--- src/rtl/laser_pkg.sv ---
`default_nettype none
// ============================================================================
//  Module   : laser_pkg
//  Purpose  : Shared constants, FSM state encoding and grid position type for
//             the two-circle laser coverage scan scheduler.
//  Revision : 1.0  initial release
// ============================================================================
package laser_pkg;

    // Coordinate width; the candidate grid is 2^CW x 2^CW.
    localparam int CW         = 4;
    // Coverage count width.
    localparam int NW         = 6;
    // Pass limit for the alternating optimisation.
    localparam int MAX_ITER   = 6;
    // Evaluator request window.
    localparam int MAX_OUT    = 4;
    // Grid geometry.
    localparam int GRID_DIM   = 1 << CW;
    localparam int GRID_CELLS = GRID_DIM * GRID_DIM;

    // Scheduler states.
    typedef enum logic [2:0] {
        IDLE   = 3'd0,
        SWEEP  = 3'd1,
        DRAIN  = 3'd2,
        SWAP   = 3'd3,
        FINISH = 3'd4
    } state_t;

    // Grid position; the packing {y,x} matches the row-major scan index.
    typedef struct packed {
        logic [CW-1:0] y;
        logic [CW-1:0] x;
    } pos_t;

endpackage
`default_nettype wire

--- src/rtl/laser_cand_fifo.sv ---
`default_nettype none
// ============================================================================
//  Module   : laser_cand_fifo
//  Purpose  : Small in-order FIFO of candidate positions awaiting an evaluator
//             response. Push and pop may coincide, also when full or empty.
//  Revision : 1.0  initial release
// ============================================================================
module laser_cand_fifo
    import laser_pkg::*;
#(
    parameter int DEPTH = 4
)(
    input  logic                         CLK,
    input  logic                         RST,
    input  logic                         i_push,
    input  pos_t                         i_din,
    input  logic                         i_pop,
    output pos_t                         o_dout,
    output logic [$clog2(DEPTH+1)-1:0]   o_count,
    output logic                         o_full,
    output logic                         o_empty
);

    localparam int c_PW = (DEPTH > 1) ? $clog2(DEPTH) : 1;
    localparam int c_CW = $clog2(DEPTH+1);

    pos_t             r_mem [DEPTH];
    logic [c_PW-1:0]  r_wr;
    logic [c_PW-1:0]  r_rd;
    logic [c_CW-1:0]  r_count;

    logic             w_do_pop;
    logic             w_do_push;
    logic [c_PW-1:0]  w_wr_nxt;
    logic [c_PW-1:0]  w_rd_nxt;

    // A pop on an empty FIFO is dropped; a push on a full FIFO lands only if a pop frees a slot.
    assign w_do_pop  = i_pop & ~o_empty;
    assign w_do_push = i_push & (~o_full | w_do_pop);
    assign w_wr_nxt  = (r_wr == c_PW'(DEPTH-1)) ? '0 : r_wr + 1'b1;
    assign w_rd_nxt  = (r_rd == c_PW'(DEPTH-1)) ? '0 : r_rd + 1'b1;

    assign o_dout  = r_mem[r_rd];
    assign o_count = r_count;
    assign o_full  = (r_count == c_CW'(DEPTH));
    assign o_empty = (r_count == '0);

    // Storage write; contents need no reset since the count gates every read.
    always_ff @(posedge CLK) begin
        if (w_do_push) begin
            r_mem[r_wr] <= i_din;
        end
    end

    // Pointer and occupancy tracking.
    always_ff @(posedge CLK or posedge RST) begin
        if (RST) begin
            r_wr    <= '0;
            r_rd    <= '0;
            r_count <= '0;
        end else begin
            if (w_do_push) r_wr <= w_wr_nxt;
            if (w_do_pop)  r_rd <= w_rd_nxt;
            case ({w_do_push, w_do_pop})
                2'b10:   r_count <= r_count + 1'b1;
                2'b01:   r_count <= r_count - 1'b1;
                default: r_count <= r_count;
            endcase
        end
    end

endmodule
`default_nettype wire

--- src/rtl/laser_scan_ctrl.sv ---
`default_nettype none
// ============================================================================
//  Module   : laser_scan_ctrl
//  Purpose  : Scan scheduler for the two-circle coverage search. Sweeps every
//             grid candidate through a pipelined evaluator, alternating the
//             optimised circle per pass until convergence or the pass limit.
//  Revision : 1.0  initial release
// ============================================================================
module laser_scan_ctrl #(
    parameter int CW       = laser_pkg::CW,
    parameter int NW       = laser_pkg::NW,
    parameter int MAX_ITER = laser_pkg::MAX_ITER,
    parameter int MAX_OUT  = laser_pkg::MAX_OUT
)(
    input  logic          CLK,
    input  logic          RST,
    input  logic          start,
    output logic          busy,
    output logic          done,
    output logic [CW-1:0] C1X,
    output logic [CW-1:0] C1Y,
    output logic [CW-1:0] C2X,
    output logic [CW-1:0] C2Y,
    output logic          err,
    output logic          ev_req_valid,
    input  logic          ev_req_ready,
    output logic [CW-1:0] ev_cx,
    output logic [CW-1:0] ev_cy,
    output logic [CW-1:0] ev_fx,
    output logic [CW-1:0] ev_fy,
    input  logic          ev_rsp_valid,
    input  logic [NW-1:0] ev_rsp_cnt
);

    import laser_pkg::*;

    localparam int c_AW     = 2 * CW;
    localparam int c_PASS_W = (MAX_ITER > 1) ? $clog2(MAX_ITER) : 1;
    localparam int c_CNT_W  = $clog2(MAX_OUT + 1);

    state_t               r_state;
    logic [c_AW-1:0]      r_addr;
    logic [c_PASS_W-1:0]  r_pass;
    pos_t                 r_c1;
    pos_t                 r_c2;
    pos_t                 r_res1;
    pos_t                 r_res2;
    pos_t                 r_best_pos;
    logic [NW-1:0]        r_best_cnt;
    logic                 r_busy;
    logic                 r_done;
    logic                 r_err;

    pos_t                 w_cand;
    pos_t                 w_pop_pos;
    pos_t                 w_opt_prev;
    pos_t                 w_fixed;
    logic [c_CNT_W-1:0]   w_cnt;
    logic                 w_full;
    logic                 w_empty;
    logic                 w_req_valid;
    logic                 w_accept;
    logic                 w_pop;
    logic                 w_spurious;
    logic                 w_start;
    logic                 w_drained;
    logic                 w_converged;
    logic                 w_last_pass;
    logic                 w_finish;
    logic                 w_pass_init;

    assign w_cand      = pos_t'(r_addr);
    assign w_req_valid = (r_state == SWEEP) & ~w_full;
    assign w_accept    = w_req_valid & ev_req_ready;
    assign w_pop       = ev_rsp_valid & ~w_empty;
    assign w_spurious  = ev_rsp_valid & w_empty;
    assign w_start     = (r_state == IDLE) & start;
    // The pass is fully absorbed once the final outstanding response pops this cycle.
    assign w_drained   = (w_cnt == '0) | ((w_cnt == c_CNT_W'(1)) & w_pop);
    // Odd passes move C2 with C1 held; even passes the reverse.
    assign w_opt_prev  = r_pass[0] ? r_c2 : r_c1;
    assign w_fixed     = r_pass[0] ? r_c1 : r_c2;
    assign w_converged = (r_pass != '0) & (r_best_pos == w_opt_prev);
    assign w_last_pass = (r_pass == c_PASS_W'(MAX_ITER - 1));
    assign w_finish    = w_converged | w_last_pass;
    assign w_pass_init = w_start | ((r_state == SWAP) & ~w_finish);

    assign busy         = r_busy;
    assign done         = r_done;
    assign err          = r_err;
    assign C1X          = r_res1.x;
    assign C1Y          = r_res1.y;
    assign C2X          = r_res2.x;
    assign C2Y          = r_res2.y;
    assign ev_req_valid = w_req_valid;
    assign ev_cx        = w_cand.x;
    assign ev_cy        = w_cand.y;
    assign ev_fx        = w_fixed.x;
    assign ev_fy        = w_fixed.y;

    laser_cand_fifo #(
        .DEPTH   (MAX_OUT)
    ) u_fifo (
        .CLK     (CLK),
        .RST     (RST),
        .i_push  (w_accept),
        .i_din   (w_cand),
        .i_pop   (w_pop),
        .o_dout  (w_pop_pos),
        .o_count (w_cnt),
        .o_full  (w_full),
        .o_empty (w_empty)
    );

    // Best candidate of the current pass; the later candidate wins equal counts.
    always_ff @(posedge CLK or posedge RST) begin
        if (RST) begin
            r_best_cnt <= '0;
            r_best_pos <= '0;
        end else if (w_pass_init) begin
            r_best_cnt <= '0;
            r_best_pos <= '0;
        end else if (w_pop && (ev_rsp_cnt >= r_best_cnt)) begin
            r_best_cnt <= ev_rsp_cnt;
            r_best_pos <= w_pop_pos;
        end
    end

    // Sticky error for a response arriving with nothing outstanding; a new search clears it.
    always_ff @(posedge CLK or posedge RST) begin
        if (RST) begin
            r_err <= 1'b0;
        end else if (w_start) begin
            r_err <= 1'b0;
        end else if (w_spurious) begin
            r_err <= 1'b1;
        end
    end

    // Search sequencer: grid addressing, pass alternation and result hand-off.
    always_ff @(posedge CLK or posedge RST) begin
        if (RST) begin
            r_state <= IDLE;
            r_addr  <= '0;
            r_pass  <= '0;
            r_c1    <= '0;
            r_c2    <= '0;
            r_res1  <= '0;
            r_res2  <= '0;
            r_busy  <= 1'b0;
            r_done  <= 1'b0;
        end else begin
            case (r_state)
                IDLE: begin
                    r_done <= 1'b0;
                    if (start) begin
                        r_state <= SWEEP;
                        r_busy  <= 1'b1;
                        r_addr  <= '0;
                        r_pass  <= '0;
                        r_c1    <= '0;
                        r_c2    <= '0;
                    end
                end
                SWEEP: begin
                    if (w_accept) begin
                        // The address parks at the last cell rather than wrapping into the next pass.
                        if (&r_addr) r_state <= DRAIN;
                        else         r_addr  <= r_addr + 1'b1;
                    end
                end
                DRAIN: begin
                    if (w_drained) r_state <= SWAP;
                end
                SWAP: begin
                    if (r_pass[0]) r_c2 <= r_best_pos;
                    else           r_c1 <= r_best_pos;
                    if (w_finish) begin
                        r_state <= FINISH;
                        r_busy  <= 1'b0;
                        r_done  <= 1'b1;
                        r_res1  <= r_pass[0] ? r_c1 : r_best_pos;
                        r_res2  <= r_pass[0] ? r_best_pos : r_c2;
                    end else begin
                        r_state <= SWEEP;
                        r_pass  <= r_pass + 1'b1;
                        r_addr  <= '0;
                    end
                end
                FINISH: begin
                    r_done  <= 1'b0;
                    r_state <= IDLE;
                end
                default: begin
                    r_state <= IDLE;
                    r_busy  <= 1'b0;
                    r_done  <= 1'b0;
                end
            endcase
        end
    end

endmodule
`default_nettype wire

--- config.mk ---
export PLATFORM = sky130hd
export DESIGN_NAME = laser_scan_ctrl
export DESIGN_NICKNAME = d
export VERILOG_FILES = /design/src/rtl/laser_pkg.sv /design/src/rtl/laser_cand_fifo.sv /design/src/rtl/laser_scan_ctrl.sv
export SDC_FILE = /design/constraint.sdc
export NUM_CORES = 1
export LEC_CHECK = 0
export BUFFER_PORTS_ARGS = -buffer_cell sky130_fd_sc_hd__buf_2
export CORE_MARGIN = 2
export CORE_UTILIZATION = 64
export DETAILED_ROUTE_END_ITERATION = 8
export HOLD_SLACK_MARGIN = 0.15
export PLACE_DENSITY = 0.81
export REMOVE_ABC_BUFFERS = 1
export SLEW_MARGIN = 40
export SYNTH_ARGS = -nofsm -noshare
export SYNTH_HDL_FRONTEND = slang
export SYNTH_HIERARCHICAL = 1
export SYNTH_SLANG_ARGS = --single-unit
--- constraint.sdc ---
create_clock -name CLK -period 4.83 [get_ports CLK]
set_input_delay 0 -clock CLK [delete_from_list [all_inputs] [get_ports CLK]]
set_output_delay 0 -clock CLK [all_outputs]
set_load 0.03 [all_outputs]
; ---- Word-level counts from Yosys, hierarchy flattened
; Memory sizes are Yosys's and may differ from the RTL's.
; Index checks and enable logic that the tools add are counted.
; Widths: inputs -> output; s select.
[op_classes]
div = 0
n_addsub = 6
bitwise = 19
n_lt_le_gt_ge = 1
n_reduce_logical = 19
shifts = 0
n_mux = 36
n_eq_ne = 19
n_mul = 0
[ops]
columns = op, count
row1 = $mux 8, 10
row2 = $pmux 8 s2, 2
row3 = $pmux 8 s3, 1
row4 = $mux 3, 7
row5 = $mux 6, 2
row6 = $pmux 3 s2, 2
row7 = $pmux 3 s4, 1
row8 = $and 1x1->1, 10
row9 = $ne 2x2->1 const B, 5
row10 = $eq 3x3->1 const B, 3
row11 = $add 8x1->8 const B, 1
row12 = $eq 8x8->1, 1
row13 = $reduce_and 8->1, 1
row14 = $reduce_bool 2->1, 4
row15 = $mux 1, 7
row16 = $add 3x1->3 const B, 2
row17 = $eq 2x2->1 const B, 3
row18 = $eq 3x1->1 const B, 2
row19 = $eq 3x2->1 const B, 2
row20 = $ge 6x6->1, 1
row21 = $logic_not 3->1, 2
row22 = $reduce_and 2->1, 3
row23 = $reduce_and 3->1, 2
row24 = $reduce_bool 3->1, 2
row25 = other kinds (14), 24
[word_totals]
out_inout_bits = 36
mem_count = 1
romBits = 0
mem_bits_rw = 32
word_cells = 121
in_bits = 11
regBits = 70
latch_bits = 0
[mem_list]
columns = name, depth, word_bits, rd, rd_clocked_by_memory_dff, wr, line_no
row1 = u_fifo.r_mem, 4, 8, 1, 0, 1, laser_cand_fifo.sv:27  ; pos_t r_mem [DEPTH];

; ---- Depth between registers and ports, before layout
[depth]
ltp_word = 8
depth_mapped = 12
ltp_nobuf = 12

; ---- Modules after synthesis
; The synthesis kept the hierarchy.
[modules_own_cells]
columns = module, cells_per_inst, area_per_inst_um2, seq_area_each_um2, instances
row1 = laser_scan_ctrl, 384, 3454.6, 1576.5, 1
row2 = laser_cand_fifo, 84, 1619.1, 1136.1, 1

; ---- Worst setup path before layout
; OpenSTA, ideal clock, no wires.
[synth_path]
kind = reg2reg
start = register r_pass[0]
end = register r_res1, in the netlist C1X[3]
arrival_ns = 2.594
path_slack_ns = 2.111
synth_period_minus_slack_ns = 2.719
required_time_ns = 4.705
path_buffers = 3
stages_incl_launch_ff = 13
setup_ns = 0.125
cell_sequence = dfrtp_1 buf_6 clkbuf_1 clkinv_1 ha_1 nand2b_1 and3_4 o2111ai_4 o21ai_4 nand2_4 inv_4 buf_6 mux2_4
[synth_via]
elab_chain_cells = 5
word_cells_on_any_way = 8
cone_classes = eq/ne (2) / mux (2) / bitwise (2) / reduce/logical (2)
[synth_rtl]
columns = item, line_no
row1 = from (decl), laser_scan_ctrl.sv:43  ; logic [c_PASS_W-1:0] r_pass;
row2 = from (signal assigned), laser_scan_ctrl.sv:186  ; r_pass <= r_pass + 1'b1;
row3 = $mux 8, laser_scan_ctrl.sv:81  ; assign w_opt_prev = r_pass[0] ? r_c2 : r_c1;
row4 = $eq 8x8->1, laser_scan_ctrl.sv:83  ; assign w_converged = (r_pass != '0) & (r_best_pos == w_opt_prev);
row5 = $and 1x1->1, laser_scan_ctrl.sv:83
row6 = $or 1x1->1, laser_scan_ctrl.sv:85  ; assign w_finish = w_converged | w_last_pass;
row7 = $reduce_and 2->1 (no line), -
row8 = to (signal assigned), laser_scan_ctrl.sv:182  ; r_res1 <= r_pass[0] ? r_c1 : r_best_pos;
row9 = to (decl), laser_scan_ctrl.sv:46  ; pos_t r_res1;
; Parallel ways exist; a longest one is shown, timed or not.
; A chain may end at the register's enable or synchronous reset.

; ---- Worst setup path after layout
[layout_path]
start = register r_pass[0]
end = register r_res1, in the netlist C1Y[0]
; Same word-level chain as after synthesis.

==> run metrics <==
Critical path buffers and inverters=3; clk buf depth=2; CTS clk-pin slew, worst paths=about 100 ps; I/O pins=47; Max Cap Viol=0; Slew @ Worst Pin=approximately 770 ps; async set or reset register ratio after synthesis=68.6%; initial antenna violation count=0; Final Setup Violations=0; Final Hold Vio Count=0; Filler cells=~550; DR pass1 iterations=5; DR vias=between 3,000 and 4,000; Starting Density=between 60 and 70%; outcome=completed; Setup Crit Path Kind=reg2reg; Crit-path slowest cell=o21ai_4; Tcrit/Tclk final=65.6%; Post-Synthesis Cell Area=5070 sq um; critical path fanouts, max=39; clock skew=between 10 and 15 ps; pin count of the biggest net entering global routing=64; CP delay by family, top=buffers and inverters; Post-synth EDFFs=32; CTS tree=yes; CTS H-tree lvls=3; Clock Sinks=slightly above 100; Total Wirelength=11.1 mm; fmax=~320 MHz; crit-path cells=buf_4 -> clkinv_1 -> ha_1 -> nand2b_1 -> and3_4 -> o2111ai_4 -> o21ai_4 -> nand2_4 -> inv_4 -> mux2_2; CP peak stage delay=480 ps; post-synthesis average cell area=roughly 11 sq um; setup TNS=0 ps; vias in the first global route=~3,700; Relative slew margins=about half; Top FF cell, synth=dfrtp_1; Post-route DRC=0; total CTS buffers=9; number of DRC markers in iteration 0=around 230; row count=32; synth unique cells=54; HPWL after DPL=roughly 7.5 mm; Die ar.=approximately 8700 sq um; GPL Wtd Cong=0.874; crit path time final=roughly 3200 ps; most common cell after layout, fill and taps aside=dfrtp_1; CP endpoint kind=flop; P_leak=between 2 and 3 nW; Die X=93.0 microns; Worst Setup Start Kind=flop; Vias/cell=6.10; commonest cells after routing, fill and taps aside=70 x dfrtp_1, 57 x nand2_1, 46 x buf_2, 45 x o21ai_0; per-cell routed wire length=17.8 microns; HP Class=in2async; Reg area=~2700 sq um; yosys warns=6; Overflow after GRT=0; RSZ-0062 raised after global routing=false; FF+latch count, synth=slightly above 100; total track usage=between 20% and 30%; post-route ant nets=0; Synth Instances=around 470; crit path DAT=around 3400 ps; Worst VDD drop=0.338 mV; hold slack final=approximately 310 ps; global-route wire length before repair=around 18 mm; multi-input logic area=between 2000 and 2500 sq um; antenna cells=0; core footprint=between 7000 and 8000 sq um; clk root buf=clkbuf_8; sequential-to-total area share from yosys stat=roughly 53%; layout cell share with drive strength beyond 1=19.8%; worst endpoint required time=between 5000 and 6000 ps; IO buf count=46; Max Slew Vio Count=0; Worst-Skew Late Latency=approximately 360 ps; Syn-to-layout area delta=12.4%; chip height=93.0 microns; final core utilization=around three quarters; power per cell area=just under 500 nW/um^2; NumNets Final=roughly 540
-- report_power, final --
| group | total, mW | leakage [nW] | switching (mW) | internal [mW] |
|---|---|---|---|---|
| clock network | 0.628 | 0.122 | 0.289 | 0.339 |
| logic | 0.841 | 1.19 | 0.483 | 0.358 |
| registers | 1.31 | 1.22 | 0.216 | 1.10 |
| total | 2.78 | 2.54 | 0.988 | 1.79 |
-- sequential cells by signal (all words and copies together), names as in the netlist, 4 cells and up --
register / flops
C1X: 4
C1Y: 4
C2X: 4
C2Y: 4
r_addr: 8
r_best_cnt: 6
r_best_pos: 8
r_c1: 8
r_c2: 8
u_fifo/r_mem: 32
-- synth_stat cells (all sizes together), types with 8 or more instances --
library cell / n / area share (%)
dfrtp: 70 / 35
nand2: 59 / 4.6
o21ai: 47 / 4.9
nand3: 33 / 3.3
edfxtp: 32 / 19
inv: 31 / 2.3
a21oi: 30 / 3.0
ha: 16 / 3.9
nor2: 15 / 1.1
a31oi: 14 / 1.7
clkbuf: 14 / 1.0
mux2: 13 / 3.2
mux2i: 11 / 2.2
buf: 9 / 1.3
mux4: 8 / 3.6
xnor2: 8 / 1.4
-- worst register-to-register path: stages, from the launching register on --
cell,delay (ps)
dfrtp_1,330
buf_4,370
clkinv_1,380
ha_1,350
nand2b_1,80
and3_4,190
o2111ai_4,180
o21ai_4,480
nand2_4,120
inv_4,210
mux2_2,380
-- layer usage --
layer  vias up  GRT usage (%)  wire [microns]
li1       1765              -               -
met1      1866           38.2            4640
met2       148           44.4            5560
met3        21           4.67             638
met4         0           10.3             259
met5         -              0               0
-- final timing paths --
kind	depth (start not counted)	end	slack (ps)	startpoint
worst max-delay path	10	C1Y[0]	1660	r_pass[0]
worst min-delay path	4	busy	310	RST
worst max register to register	10	C1Y[0]	1660	r_pass[0]
worst min register to register	1	C1Y[1]	510	C1Y[1]
max in group asynchronous	4	u_fifo/r_wr[0]	3920	RST
min in group CLK	4	r_best_cnt[0]	450	ev_rsp_cnt[0]
-- through the flow --
stage | instance area (sq um) | std cells | worst slack (ps) | power, mW
floorplan | 4960 | 445 | 1620 | 1.88
global placement | 5340 | 596 | 1790 | 2.09
detailed placement | 5340 | 596 | 1680 | 2.15
CTS | 5690 | 623 | 1670 | 2.78
global route | 5700 | 623 | 1380 | 2.94
finish | 5700 | 623 | 1660 | 2.78
-- timing repair --
action                    in CTS  in global routing
hold buffers                  11                  0
setup buffers                  0                  0
resized for setup              0                  0
hold endpoints to repair      79                  0
-- cell families after synthesis --
kind of cell	Yosys count	synth area share, %
XOR/XNOR	10	1.73
AND/OR/NAND/NOR	143	13.6
AO/OA/AOI/OAI	109	13.2
multiplexers	32	8.90
adder cells (fa/ha/maj)	17	4.34
flip-flops	102	53.5
buffers and inverters	55	4.73
-- final cells by class --
| type | instances | share of cell area [%] |
|---|---|---|
| clock buffers | 12 | 2.92 |
| clock inverters | 4 | 1.29 |
| inverters | 32 | 2.15 |
| multi-input cells | 311 | 37.4 |
| flip-flops and latches | 102 | 47.6 |
| well taps | 102 | 2.24 |
| repair buffers | 60 | 6.43 |
(Power assumes the default switching activity.)
